--- src/rtl/seq_pkg.sv ---
// Shared types and defaults for the stack program sequencer.
package seq_pkg;

  typedef enum logic [2:0] {
    NA_RESET,
    NA_RET,
    NA_CALL,
    NA_JMP,
    NA_JNZ,
    NA_IRQ,
    NA_INC
  } next_src_e;

  localparam int DEF_PC_W        = 8;
  localparam int DEF_STACK_DEPTH = 4;
  localparam int DEF_RESET_VEC   = 0;

  // Occupancy needs to represent 0..depth inclusive.
  function automatic int sp_width(input int depth);
    return $clog2(depth + 1);
  endfunction

endpackage

--- src/rtl/seq_return_stack.sv ---
// Parametrised LIFO holding return addresses; push is ignored when full, pop when empty.
module seq_return_stack
  import seq_pkg::*;
#(
  parameter int DEPTH = DEF_STACK_DEPTH,
  parameter int WIDTH = DEF_PC_W,
  localparam int SP_W = sp_width(DEPTH)
) (
  input  logic             clk,
  input  logic             reset_n,
  input  logic             push,
  input  logic             pop,
  input  logic [WIDTH-1:0] din,
  output logic [WIDTH-1:0] top,
  output logic [SP_W-1:0]  sp,
  output logic             full,
  output logic             empty
);

  localparam int IDX_W = (DEPTH > 1) ? $clog2(DEPTH) : 1;

  logic [WIDTH-1:0] mem_q [DEPTH];
  logic [WIDTH-1:0] mem_d [DEPTH];
  logic [SP_W-1:0]  sp_q;
  logic [SP_W-1:0]  sp_d;
  logic [IDX_W-1:0] wr_idx;
  logic [IDX_W-1:0] rd_idx;

  assign full   = (sp_q == SP_W'(DEPTH));
  assign empty  = (sp_q == '0);
  assign wr_idx = IDX_W'(sp_q);
  assign rd_idx = IDX_W'(sp_q - SP_W'(1));
  assign top    = mem_q[rd_idx];
  assign sp     = sp_q;

  always_comb begin
    sp_d  = sp_q;
    mem_d = mem_q;
    if (pop && !empty) begin
      sp_d = sp_q - SP_W'(1);
    end else if (push && !full) begin
      mem_d[wr_idx] = din;
      sp_d          = sp_q + SP_W'(1);
    end
  end

  // Entries above sp are don't-care, so only the pointer is reset.
  always_ff @(posedge clk) begin
    if (!reset_n) begin
      sp_q <= '0;
    end else begin
      sp_q <= sp_d;
    end
    mem_q <= mem_d;
  end

endmodule

--- src/rtl/stack_program_sequencer.sv ---
// Program sequencer with call/return stack; interrupt entry is built only when SEQ_IRQ_EN is defined.
module stack_program_sequencer
  import seq_pkg::*;
#(
  parameter int          PC_W        = DEF_PC_W,
  parameter int          STACK_DEPTH = DEF_STACK_DEPTH,
  parameter int unsigned RESET_VEC   = DEF_RESET_VEC,
`ifdef SEQ_IRQ_EN
  parameter int unsigned INT_VEC     = (1 << PC_W) - 16,
`endif
  localparam int SP_W = sp_width(STACK_DEPTH)
) (
  input  logic            clk,
  input  logic            reset_n,
  input  logic            jmp,
  input  logic            jmp_nz,
  input  logic            call,
  input  logic            ret,
  input  logic [PC_W-1:0] jmp_addr,
  input  logic            dont_jmp,
`ifdef SEQ_IRQ_EN
  input  logic            irq,
  input  logic            ei,
  input  logic            di,
  input  logic            reti,
  output logic            irq_ack,
`endif
  output logic [PC_W-1:0] pm_addr,
  output logic [PC_W-1:0] pc,
  output logic [SP_W-1:0] sp,
  output logic            stack_ovf,
  output logic            stack_unf
);

  next_src_e       src;
  logic [PC_W-1:0] pc_q, pc_d, pc_inc;
  logic            ovf_q, ovf_d;
  logic            unf_q, unf_d;
  logic            ret_any;
  logic            irq_take;
  logic            stk_push, stk_pop, stk_full, stk_empty;
  logic [PC_W-1:0] stk_top;

`ifdef SEQ_IRQ_EN
  logic int_en_q, int_en_d;
  logic irq_ack_q, irq_ack_d;

  assign ret_any  = ret | reti;
  assign irq_take = irq & int_en_q & ~stk_full;
`else
  assign ret_any  = ret;
  assign irq_take = 1'b0;
`endif

  assign pc_inc = pc_q + PC_W'(1);

  always_comb begin
    if (!reset_n)                src = NA_RESET;
    else if (ret_any)            src = NA_RET;
    else if (call)               src = NA_CALL;
    else if (jmp)                src = NA_JMP;
    else if (jmp_nz && !dont_jmp) src = NA_JNZ;
    else if (irq_take)           src = NA_IRQ;
    else                         src = NA_INC;
  end

  // An underflowing return falls through to the next sequential address.
  always_comb begin
    case (src)
      NA_RESET: pm_addr = PC_W'(RESET_VEC);
      NA_RET:   pm_addr = stk_empty ? pc_inc : stk_top;
      NA_CALL,
      NA_JMP,
      NA_JNZ:   pm_addr = jmp_addr;
`ifdef SEQ_IRQ_EN
      NA_IRQ:   pm_addr = PC_W'(INT_VEC);
`endif
      default:  pm_addr = pc_inc;
    endcase
  end

  assign stk_push = (src == NA_CALL) || (src == NA_IRQ);
  assign stk_pop  = (src == NA_RET);

  seq_return_stack #(
    .DEPTH (STACK_DEPTH),
    .WIDTH (PC_W)
  ) u_stack (
    .clk     (clk),
    .reset_n (reset_n),
    .push    (stk_push),
    .pop     (stk_pop),
    .din     (pc_inc),
    .top     (stk_top),
    .sp      (sp),
    .full    (stk_full),
    .empty   (stk_empty)
  );

  always_comb begin
    pc_d  = pm_addr;
    ovf_d = ovf_q | ((src == NA_CALL) & stk_full);
    unf_d = unf_q | ((src == NA_RET) & stk_empty);
  end

`ifdef SEQ_IRQ_EN
  // Entry clears int_en last so it dominates an ei in the same cycle.
  always_comb begin
    int_en_d = int_en_q;
    if ((src == NA_RET) && reti) int_en_d = 1'b1;
    if (ei)                      int_en_d = 1'b1;
    if (di)                      int_en_d = 1'b0;
    if (src == NA_IRQ)           int_en_d = 1'b0;
    irq_ack_d = (src == NA_IRQ);
  end

  always_ff @(posedge clk) begin
    if (!reset_n) begin
      int_en_q  <= 1'b0;
      irq_ack_q <= 1'b0;
    end else begin
      int_en_q  <= int_en_d;
      irq_ack_q <= irq_ack_d;
    end
  end

  assign irq_ack = irq_ack_q;
`endif

  always_ff @(posedge clk) begin
    if (!reset_n) begin
      pc_q  <= PC_W'(RESET_VEC);
      ovf_q <= 1'b0;
      unf_q <= 1'b0;
    end else begin
      pc_q  <= pc_d;
      ovf_q <= ovf_d;
      unf_q <= unf_d;
    end
  end

  assign pc        = pc_q;
  assign stack_ovf = ovf_q;
  assign stack_unf = unf_q;

endmodule

--- config.mk ---
export PLATFORM = sky130hd
export DESIGN_NAME = stack_program_sequencer
export DESIGN_NICKNAME = d
export VERILOG_FILES = /design/src/rtl/seq_pkg.sv /design/src/rtl/seq_return_stack.sv /design/src/rtl/stack_program_sequencer.sv
export SDC_FILE = /design/constraint.sdc
export NUM_CORES = 1
export LEC_CHECK = 0
export CELL_PAD_IN_SITES_DETAIL_PLACEMENT = 1
export CELL_PAD_IN_SITES_GLOBAL_PLACEMENT = 1
export CORE_ASPECT_RATIO = 0.7
export CORE_MARGIN = 2
export CORE_UTILIZATION = 46
export DETAILED_ROUTE_END_ITERATION = 7
export GPL_ROUTABILITY_DRIVEN = 0
export PLACE_DENSITY_LB_ADDON = 0.2
export SYNTH_ARGS = -nofsm -noshare
export SYNTH_HDL_FRONTEND = slang
export SYNTH_HIERARCHICAL = 1
export SYNTH_SLANG_ARGS = --single-unit
--- constraint.sdc ---
create_clock -name clk -period 3.3 [get_ports clk]
set_clock_uncertainty 0.05 [all_clocks]
set_input_delay 0.66 -clock clk [delete_from_list [all_inputs] [get_ports clk]]
set_output_delay 0.66 -clock clk [all_outputs]
set_load 0.02 [all_outputs]
# Yosys cells after proc, flatten, opt, wreduce, memory -nomap -nowiden

Cells that the tools add are included.

RAM bits: 0
Latch bits: 0
Logic and storage cells: 55
Output and inout port bits: 21
Input port bits: 15
Memories: 0
Register bits after elaboration: 45
Memory bits (read-only): 0

Equality and inequality tests: 6
$add $sub $neg: 3
Multiply operators: 0
Divide/modulo/power cells: 0
Bitwise gates (word level): 7
Order comparisons: 3
Muxes and demuxes: 15
Shift operators: 0
Reductions and logical operators: 13

Operators by type and width:

| cell                | count |
|---|---|
| $bwmux 32           | 1 |
| $mux 8              | 4 |
| $pmux 8 s3          | 1 |
| $mux 3              | 6 |
| $bmux 8 s2          | 1 |
| $demux 8 s2         | 1 |
| $eq 3x3->1 const B  | 3 |
| $add 8x1->8 const B | 1 |
| $eq 3x2->1 const B  | 2 |
| $ge 3x3->1 const B  | 2 |
| $logic_not 3->1     | 2 |
| $not 2->3           | 2 |
| $logic_and 1x1->1   | 4 |
| $add 3x1->3 const B | 1 |
| $eq 3x1->1 const B  | 1 |
| $logic_not 1->1     | 3 |
| $lt 3x1->1 const B  | 1 |
| $reduce_or 3->1     | 1 |
| $sub 3x1->3 const B | 1 |
| $and 1x1->1         | 2 |
| $mux 2              | 1 |
| $or 1x1->1          | 2 |
| $reduce_and 2->1    | 1 |
| $reduce_bool 2->1   | 1 |
| 2 further kinds     | 2 |

# Depth between registers and ports, before layout

Gate-level depths: netlist of the first run.

Depth after elaboration: 12
Mapped depth: 8
Gate-level depth less buffers: 6

# Cells and area by module

The synthesis of the first run kept the hierarchy.

Modules (own cells, without submodules):

| module                  | area each (µm²) | cells each | times used | sequential area each (µm²) |
|---|---|---|---|---|
| seq_return_stack        | 1440.1          | 75         | 1          | 1021.0 |
| stack_program_sequencer | 693.2           | 80         | 1          | 200.2 |

# Worst setup path before layout of the first run

Ideal clock, no wire load.

Path type: reg-to-output
Start: register u_stack.sp_q[0] (netlist: u_stack/sp[0])
End: output port pm_addr[2]
Required time: 2.590 ns
Buffers on the path: 2
Setup slack: 0.573 ns
Arrival time: 2.017 ns
Stages on the path, launching flop included: 9
Cells stage by stage: dfxtp_1 buf_6 inv_1 ha_1 ha_1 nor2b_1 clkbuf_1 a21oi_1 o22ai_1

Word-level cells in the longest chain between the ends: 7
Elaborated cells between the ends (all ways): 8
Those cells by class: add/sub: 1; mux: 5; bitwise: 1; reduce/logical: 1

RTL lines:

| what                                      | line                          | text |
|---|---|---|
| start, declared                           | seq_return_stack.sv:24        | `logic [SP_W-1:0] sp_q;` |
| start signal, assigned                    | seq_return_stack.sv:52        | `sp_q <= sp_d;` |
| $sub 3x1->3                               | seq_return_stack.sv:32        | `assign rd_idx = IDX_W'(sp_q - SP_W'(1));` |
| via u_stack.rd_idx[0]                     | seq_return_stack.sv:27        | `logic [IDX_W-1:0] rd_idx;` |
| $not 2->3 (not written as such)           | seq_return_stack.sv:33        | `assign top = mem_q[rd_idx];` |
| $bmux 8 s2                                | seq_return_stack.sv:33        |  |
| $mux 8 (not written as such) (2 in a row) | seq_return_stack.sv:33        |  |
| $mux 8                                    | stack_program_sequencer.sv:71 | `NA_RET: pm_addr = stk_empty ? pc_inc : stk_top;` |
| $pmux 8 s3                                | stack_program_sequencer.sv:69 | `case (src)` |
| end, declared                             | stack_program_sequencer.sv:28 | `output logic [PC_W-1:0] pm_addr,` |

The timed path passes the listed nets, and every way through them passes these cells. The select of a mux whose other input is x is not followed.

# Final worst setup path of the first run

Start: input port dont_jmp
End: output port pm_addr[0]

Word-level cells in the longest chain between the ends: 10
Elaborated cells between the ends (all ways): 14
Those cells by class: eq/ne: 4; mux: 6; reduce/logical: 4

RTL lines:

| what                                     | line                          | text |
|---|---|---|
| start, declared                          | stack_program_sequencer.sv:20 | `input logic dont_jmp,` |
| $logic_not 1->1 (*)                      | stack_program_sequencer.sv:62 | `else if (jmp_nz && !dont_jmp) src = NA_JNZ;` |
| $logic_and 1x1->1 (*)                    | stack_program_sequencer.sv:62 |  |
| $mux 2 (*)                               | stack_program_sequencer.sv:62 |  |
| $mux 3 (*)                               | stack_program_sequencer.sv:61 | `else if (jmp) src = NA_JMP;` |
| $mux 3 (*)                               | stack_program_sequencer.sv:60 | `else if (call) src = NA_CALL;` |
| $mux 3 (*)                               | stack_program_sequencer.sv:59 | `else if (ret_any) src = NA_RET;` |
| $mux 3 (*)                               | stack_program_sequencer.sv:58 | `if (!reset_n) src = NA_RESET;` |
| $eq 3x2->1 or $eq 3x3->1 (tied branches) | stack_program_sequencer.sv:69 |  |
| $reduce_or 3->1                          | stack_program_sequencer.sv:69 |  |
| $pmux 8 s3 (*)                           | stack_program_sequencer.sv:69 |  |

Mark *: on every way between the ends. The rest lies on a longest branch, timed or not.

==> reports/metrics.cfg, run 1 <==
[synthesis]
ys.flop_type=edfxtp_1
synth_edf_count=32
synth.distinct_cells=31
avgSynthCellArea_um2=13.8
async_reset_ff_share_pct=0
ys_ff_latch=45
syn_nets=177
synth_area_um2=2130
yosysSeqAreaShare_pct=57.2
syn_inst=155
yosys_warnings=6

[routing]
dr.max_layer_used=met4
wl_met1_mm=2.44
wl_per_cell_um=19.6
wirelength_mm=4.98
vias_per_cell=5.64
vias=1432
drcViolationCount=0
drtIter0Drc=92
ant_nets=0
first_pass_iters=4
wl_met2_mm=2.11
dr_wl_met3_um=312

[global_route]
grt_pass1_wl_mm=7.79
grt_max_degree=17
antenna_found_initial=0
track_usage_pct=21.0
grt_pass1_vias=1512
grt_overflow_total=0

[critical_path]
path_buf_inv=4
slowest_delay_ns=0.45
arrival_ns=2.32
timing.rr.start=u_stack/sp[1]$_SDFFE_PN0P_
reg2reg_depth=5
slowest_stage=clkdlybuf4s50_1
critPathTopFamily=buffers and inverters
crit_type=input pin to output pin
r2r_slack_ns=1.07
critPathLaunchType=input pin
crit_required_ns=2.59
path_max_fanout=16
r2r_end=u_stack/mem_q[11]$_DFFE_PP_
crit_chain=clkdlybuf4s50_1 > inv_1 > a2111oi_4 > nand2b_1 > buf_12 > o22ai_1 > dlygate4sd2_1
endpoint_kind=output pin

[power_and_ir_drop]
cellPowerDensity_nw_per_um2=523
ir_worst_vdd_mv=0.322
leakagePower_nw=1.11

[floorplan]
die_w_um=85.4
die_area_um2=5210
initial_core_util_pct=48.4
fp.dieH_um=61.0
coreArea_um2=4400
rows=20
io_pins=36

[final_layout]
layout_commonest_cell=edfxtp_1
layout-drive-gt1-share_pct=16.1
n_fill_cell=444
final_cell_mix=edfxtp_1, clkdlybuf4s50_1, inv_1
nets=220
antenna_cells=0
fin_util_pct=62.0
areaGrowthSynthToFinish_pct=27.9

[sta]
setup_viol_count_final=0
holdWs_ns=0.437
report.final.slew_viol_count=0
rsz0062_at_grt=no
relSlewSlack_pct=69.8
finalCriticalPeriod_ns=3.03
hold_viol_final=0
tightest_slew_ns=0.453
max_freq_mhz=330
finalCritPeriodShare_pct=91.9

[clock_network]
insertion_delay_ns=0.31
cts_tree=yes
cts_buffers=5
cts_hold_buffers=0
cts.path.max_buffers=2
cts.reportedPaths.clkPinSlew_ns=0.09
h-tree-depth=2
clock-sinks=45
root_buffer=clkbuf_8

[worst_hold_path]
hp-class=flip-flop to flip-flop
min_path_cells=1
worstHoldStart=stack_unf$_SDFF_PN0_
min_to=stack_unf$_SDFF_PN0_

[flow_run]
drv_cap=0

[placement]
numPortBuffers=35
dp_hpwl_mm=3.57

[run_status]
run_status=completed

## kinds of logic (layout without fill, tap and decap cells)
kind of cell | Yosys count | in the layout | synth area share [%]
AOI/OAI and AO/OA | 33 | 33 | 12.1
xor gates and xnor gates | 7 | 7 | 2.87
adders and majority gates | 7 | 7 | 4.11
buffers and inverters | 21 | 65 | 5.34
DFF | 45 | 45 | 57.2
muxes | 8 | 8 | 8.45
and+or+nand+nor | 34 | 34 | 9.85
## how the worst max path moves through the flow
| stage | start | end | slack (ns) | cells past startpoint |
|---|---|---|---|---|
| 3_3_place_gp | ret | pm_addr[2] | -0.06 | 5 |
| 3_5_place_dp | ret | pm_addr[2] | -0.15 | 5 |
| 4_1_cts | dont_jmp | pm_addr[5] | 0.003 | 7 |
| 2_1_floorplan | u_stack/sp[0]$_SDFFE_PN0P_ | pm_addr[2] | 0.57 | 8 |
| 5_1_grt | u_stack/sp[1]$_SDFFE_PN0P_ | pm_addr[0] | 0.19 | 8 |
| 6_report | dont_jmp | pm_addr[0] | 0.27 | 7 |
## stage by stage
step	instance area, um^2	setup WS, ns	total power [mW]	instances	setup TNS [ns]
after floorplan	2130	0.573	0.856	155	0
after global placement	2540	-0.0555	0.971	243	-0.304
after detailed placement	2540	-0.145	0.982	243	-0.827
after CTS	2710	0.00270	1.44	254	0
after global routing	2730	0.192	1.48	254	0
final	2730	0.268	1.43	254	0
## per-layer routing
metal	GRT usage [%]	vias to the layer above
li1	-	672
met1	29.2	691
met2	30.7	57
met3	5.44	12
met4	11.1	0
met5	0	-
## Yosys cell counts, types with 2 or more instances
cell      instances  area share (%)
o22ai_1          12             3.5
edfxtp_1         32              45
and3_1            9             2.6
o21a_1            2            0.70
and2_1            3            0.88
ha_1              7             4.1
nor3_1            3            0.70
nand3_1           3            0.70
dfxtp_1          13              12
and2b_1           4             1.4
inv_1            14             2.5
xor2_1            4             1.6
clkbuf_1          2            0.35
nand2b_1          2            0.59
xnor2_1           3             1.2
o22ai_2           4             2.3
nor2b_1           7             2.1
buf_6             3             1.6
mux4_2            8             8.4
a21oi_1           9             2.1
## power breakdown
part | leakage [nW] | total [mW] | switching [mW] | internal, mW
clock network | 0.0591 | 0.441 | 0.210 | 0.231
registers | 0.400 | 0.663 | 0.0219 | 0.642
logic | 0.651 | 0.323 | 0.172 | 0.151
total | 1.11 | 1.43 | 0.404 | 1.02
## state kept, by name (all words and copies together) (netlist names)
signal and cells:
pc 8, stack_unf 1, u_stack/mem_q 32, u_stack/sp 3, stack_ovf 1
## cell type report
type	instances	area (um^2)	area share, %
Clock buffer	5	68.8	2.52
Clock inverter	3	47.5	1.74
Inverter	14	52.6	1.93
Multi-Input combinational cell	89	818	30.0
Sequential cell	45	1220	44.8
Tap cell	55	68.8	2.52
Timing Repair Buffer	43	452	16.6
## timing repair
item                                    4_1_cts  5_1_grt
buffers inserted                              3        0
resized for setup                             4        7
endpoints found under the setup margin        8        7
pin swaps                                     1        0
Note: power is estimated with default switching activity, not from simulation.
==> run 2, diff against run 1 <==
==> constraint.sdc (replaced) <==
create_clock -name clk -period 3.3 [get_ports clk]
set_clock_uncertainty 0.05 [all_clocks]
set_input_delay 0.33 -clock clk [delete_from_list [all_inputs] [get_ports clk]]
set_output_delay 0.33 -clock clk [all_outputs]
set_load 0.02 [all_outputs]
==> run 2 against run 1 <==
Final cell count down 2.0%. Count of clock-buffer cells in the layout unchanged. Fmax fell by 3.3%. Non-clock buffer count decreased by 5. Power decreased by 1.6%. Routed wire length down 2.0%. Worst hold slack better by 0.024 ns. Critical path depth is 1 lower. Setup slack worse by 0.10 ns. Largest cell class unchanged.
==> reports/metrics.cfg, run 2 (synthesis results as in run 1) <==
[sta]
tightest_slew_ns=0.608  ; was 0.453 ns
finalCritPeriodShare_pct=95.0  ; was 91.9%
report.final.slew_viol_count=0  ; unchanged
setup_slack_ns=0.164  ; was 0.268 ns
finalCriticalPeriod_ns=3.14  ; was 3.03 ns
fin_setup_tns_ns=0  ; unchanged
rsz0062_at_grt=no  ; unchanged
max_freq_mhz=319  ; was 330 MHz
relSlewSlack_pct=59.4  ; was 69.8%
setup_viol_count_final=0  ; unchanged
hold_viol_final=0  ; unchanged

[placement]
placed_cells=241  ; was 243
numPortBuffers=35  ; unchanged
dp_hpwl_mm=3.62  ; was 3.57 mm
place_ws_ns=0.284  ; was -0.145 ns

[clock_network]
cts_setup_buffers=0  ; was 3
cts.reportedPaths.clkPinSlew_ns=0.09  ; about the same
cts_resized=0  ; was 4
root_buffer=clkbuf_8  ; unchanged
clock-sinks=45  ; unchanged
cts_hold_buffers=0  ; unchanged
cts_buffers=5  ; unchanged
h-tree-depth=2  ; unchanged
cts_tree=yes  ; unchanged
cts.path.max_buffers=2  ; unchanged
insertion_delay_ns=0.30  ; was 0.31 ns

[critical_path]
critPathLaunchType=flip-flop  ; was input pin
path_buf_inv=2  ; was 4
path_max_fanout=10  ; was 16
crit_chain=inv_1 > ha_1 > mux4_2 > a21oi_1 > o22ai_1 > clkdlybuf4s50_1  ; was clkdlybuf4s50_1 > inv_1 > a2111oi_4 > nand2b_1 > buf_12 > o22ai_1 > dlygate4sd2_1
crit_required_ns=2.92  ; was 2.59 ns
arrival_ns=2.76  ; was 2.32 ns
slowest_delay_ns=0.58  ; was 0.45 ns
slowest_stage=clkdlybuf4s50_1  ; unchanged
endpoint_kind=output pin  ; unchanged
crit_type=flip-flop to output pin  ; was input pin to output pin
critPathTopFamily=buffers and inverters  ; unchanged

[final_layout]
largest_reg_flops=32  ; unchanged
nets=215  ; was 220
final_cell_mix=clkdlybuf4s50_1, edfxtp_1, inv_1  ; was edfxtp_1, clkdlybuf4s50_1, inv_1
layout-drive-gt1-share_pct=13.9  ; was 16.1%
largest-register=u_stack/mem_q  ; unchanged
layout_commonest_cell=clkdlybuf4s50_1  ; was edfxtp_1
fin_cells=249  ; was 254
areaGrowthSynthToFinish_pct=23.8  ; was 27.9%
antenna_cells=0  ; unchanged

[routing]
vias=1418  ; was 1432
vias_per_cell=5.69  ; was 5.64
wl_per_cell_um=19.6  ; about the same
drcViolationCount=0  ; unchanged
drtIter0Drc=99  ; was 92
first_pass_iters=4  ; unchanged
ant_nets=0  ; unchanged
wirelength_mm=4.87  ; was 4.98 mm

[global_route]
grt_pass1_vias=1429  ; was 1512
grt_overflow_total=0  ; unchanged
grt_max_degree=17  ; unchanged
track_usage_pct=20.3  ; was 21.0%
grt_pass1_wl_mm=7.66  ; was 7.79 mm
antenna_found_initial=0  ; unchanged

[power_and_ir_drop]
clkPwrFrac_pct=31.1  ; was 30.9%
intPower_mw=1.01  ; was 1.02 mW
p_comb_share_pct=21.7  ; was 22.6%
switching_share_pct=28.2  ; was 28.3%
switching_power_mw=0.396  ; was 0.404 mW
power_mw=1.40  ; was 1.43 mW
leakagePower_nw=0.965  ; was 1.11 nW
cellPowerDensity_nw_per_um2=532  ; was 523 nW/um^2
ir_worst_vdd_mv=0.394  ; was 0.322 mV
seqPwrFrac_pct=47.2  ; was 46.5%

[worst_hold_path]
hp-class=flip-flop to flip-flop  ; unchanged

[floorplan]
coreArea_um2=4400  ; unchanged
fp.dieH_um=61.0  ; unchanged
die_area_um2=5210  ; unchanged
io_pins=36  ; unchanged
initial_core_util_pct=48.4  ; unchanged
rows=20  ; unchanged
die_w_um=85.4  ; unchanged

[run_status]
run_status=completed  ; unchanged

[flow_run]
drv_cap=0  ; unchanged

## run 2: cell types whose count changed in the layout (fill, tap and decap cells not counted), moves of 2 or more
cell and delta:
clkdlybuf4s50_1 +8, buf_4 -3, dlymetal6s2s_1 -7, buf_12 -2
## run 2: per-layer routing
layer  part of all wire, %  track usage, %  vias to the layer above
li1                      -               -                      658
met4                  0.47            6.80                        0
met5                     0               0                        -
met3                   3.8            4.35                        2
met2                    48            32.4                       34
met1                    48            28.3                      724
## run 2: path summary, 6_finish.rpt
check / endpoint / depth (start not counted) / slack (ns) / start
max: pm_addr[0] / 6 / 0.16 / u_stack/sp[1]$_SDFFE_PN0P_
min: stack_ovf$_SDFF_PN0_ / 2 / 0.46 / stack_ovf$_SDFF_PN0_
max reg2reg: u_stack/mem_q[1]$_DFFE_PP_ / 5 / 1.15 / u_stack/sp[1]$_SDFFE_PN0P_
min reg2reg: stack_ovf$_SDFF_PN0_ / 2 / 0.46 / stack_ovf$_SDFF_PN0_
## run 2: area by class of cell
type                       instances  area [um^2]
clock buffer                       5         68.8
multi-input combinational         89          808
tap                               55         68.8
inverter                          14         52.6
timing repair buffer              38          373
clock inverter                     3         47.5
sequential                        45         1220
fill                             448         1760
## run 2: power by group through the flow
stage / clock network, mW / registers (mW) / logic, mW
floorplan: 0 / 0.693 / 0.163
global placement: 0 / 0.673 / 0.292
detailed placement: 0 / 0.677 / 0.301
CTS: 0.443 / 0.664 / 0.303
global route: 0.463 / 0.667 / 0.330
finish: 0.436 / 0.664 / 0.305
## run 2: worst min-delay path, stage by stage, from the launching register on
cell     delay (ns)
dfxtp_1        0.34
a21oi_1        0.05
nor2b_1        0.09
## run 2: per-stage QoR
stage	hold WS [ns]	cell area, um^2	util [%]
final	0.461	2640	59.9
after global routing	0.492	2640	59.9
after CTS	0.469	2630	59.7
after detailed placement	0.446	2510	57.1
after global placement	0.402	2510	57.1
after floorplan	0.398	2130	-
==> run 3, diff against run 2 <==
--- a/config.mk
+++ b/config.mk
@@ -5,6 +5,7 @@
 export SDC_FILE = /design/constraint.sdc
 export NUM_CORES = 1
 export LEC_CHECK = 0
+export CAP_MARGIN = 20
 export CELL_PAD_IN_SITES_DETAIL_PLACEMENT = 1
 export CELL_PAD_IN_SITES_GLOBAL_PLACEMENT = 1
 export CORE_ASPECT_RATIO = 0.7
==> results of run 3 <==
The final DEF is identical to that of run 2; final timing and power are the same.
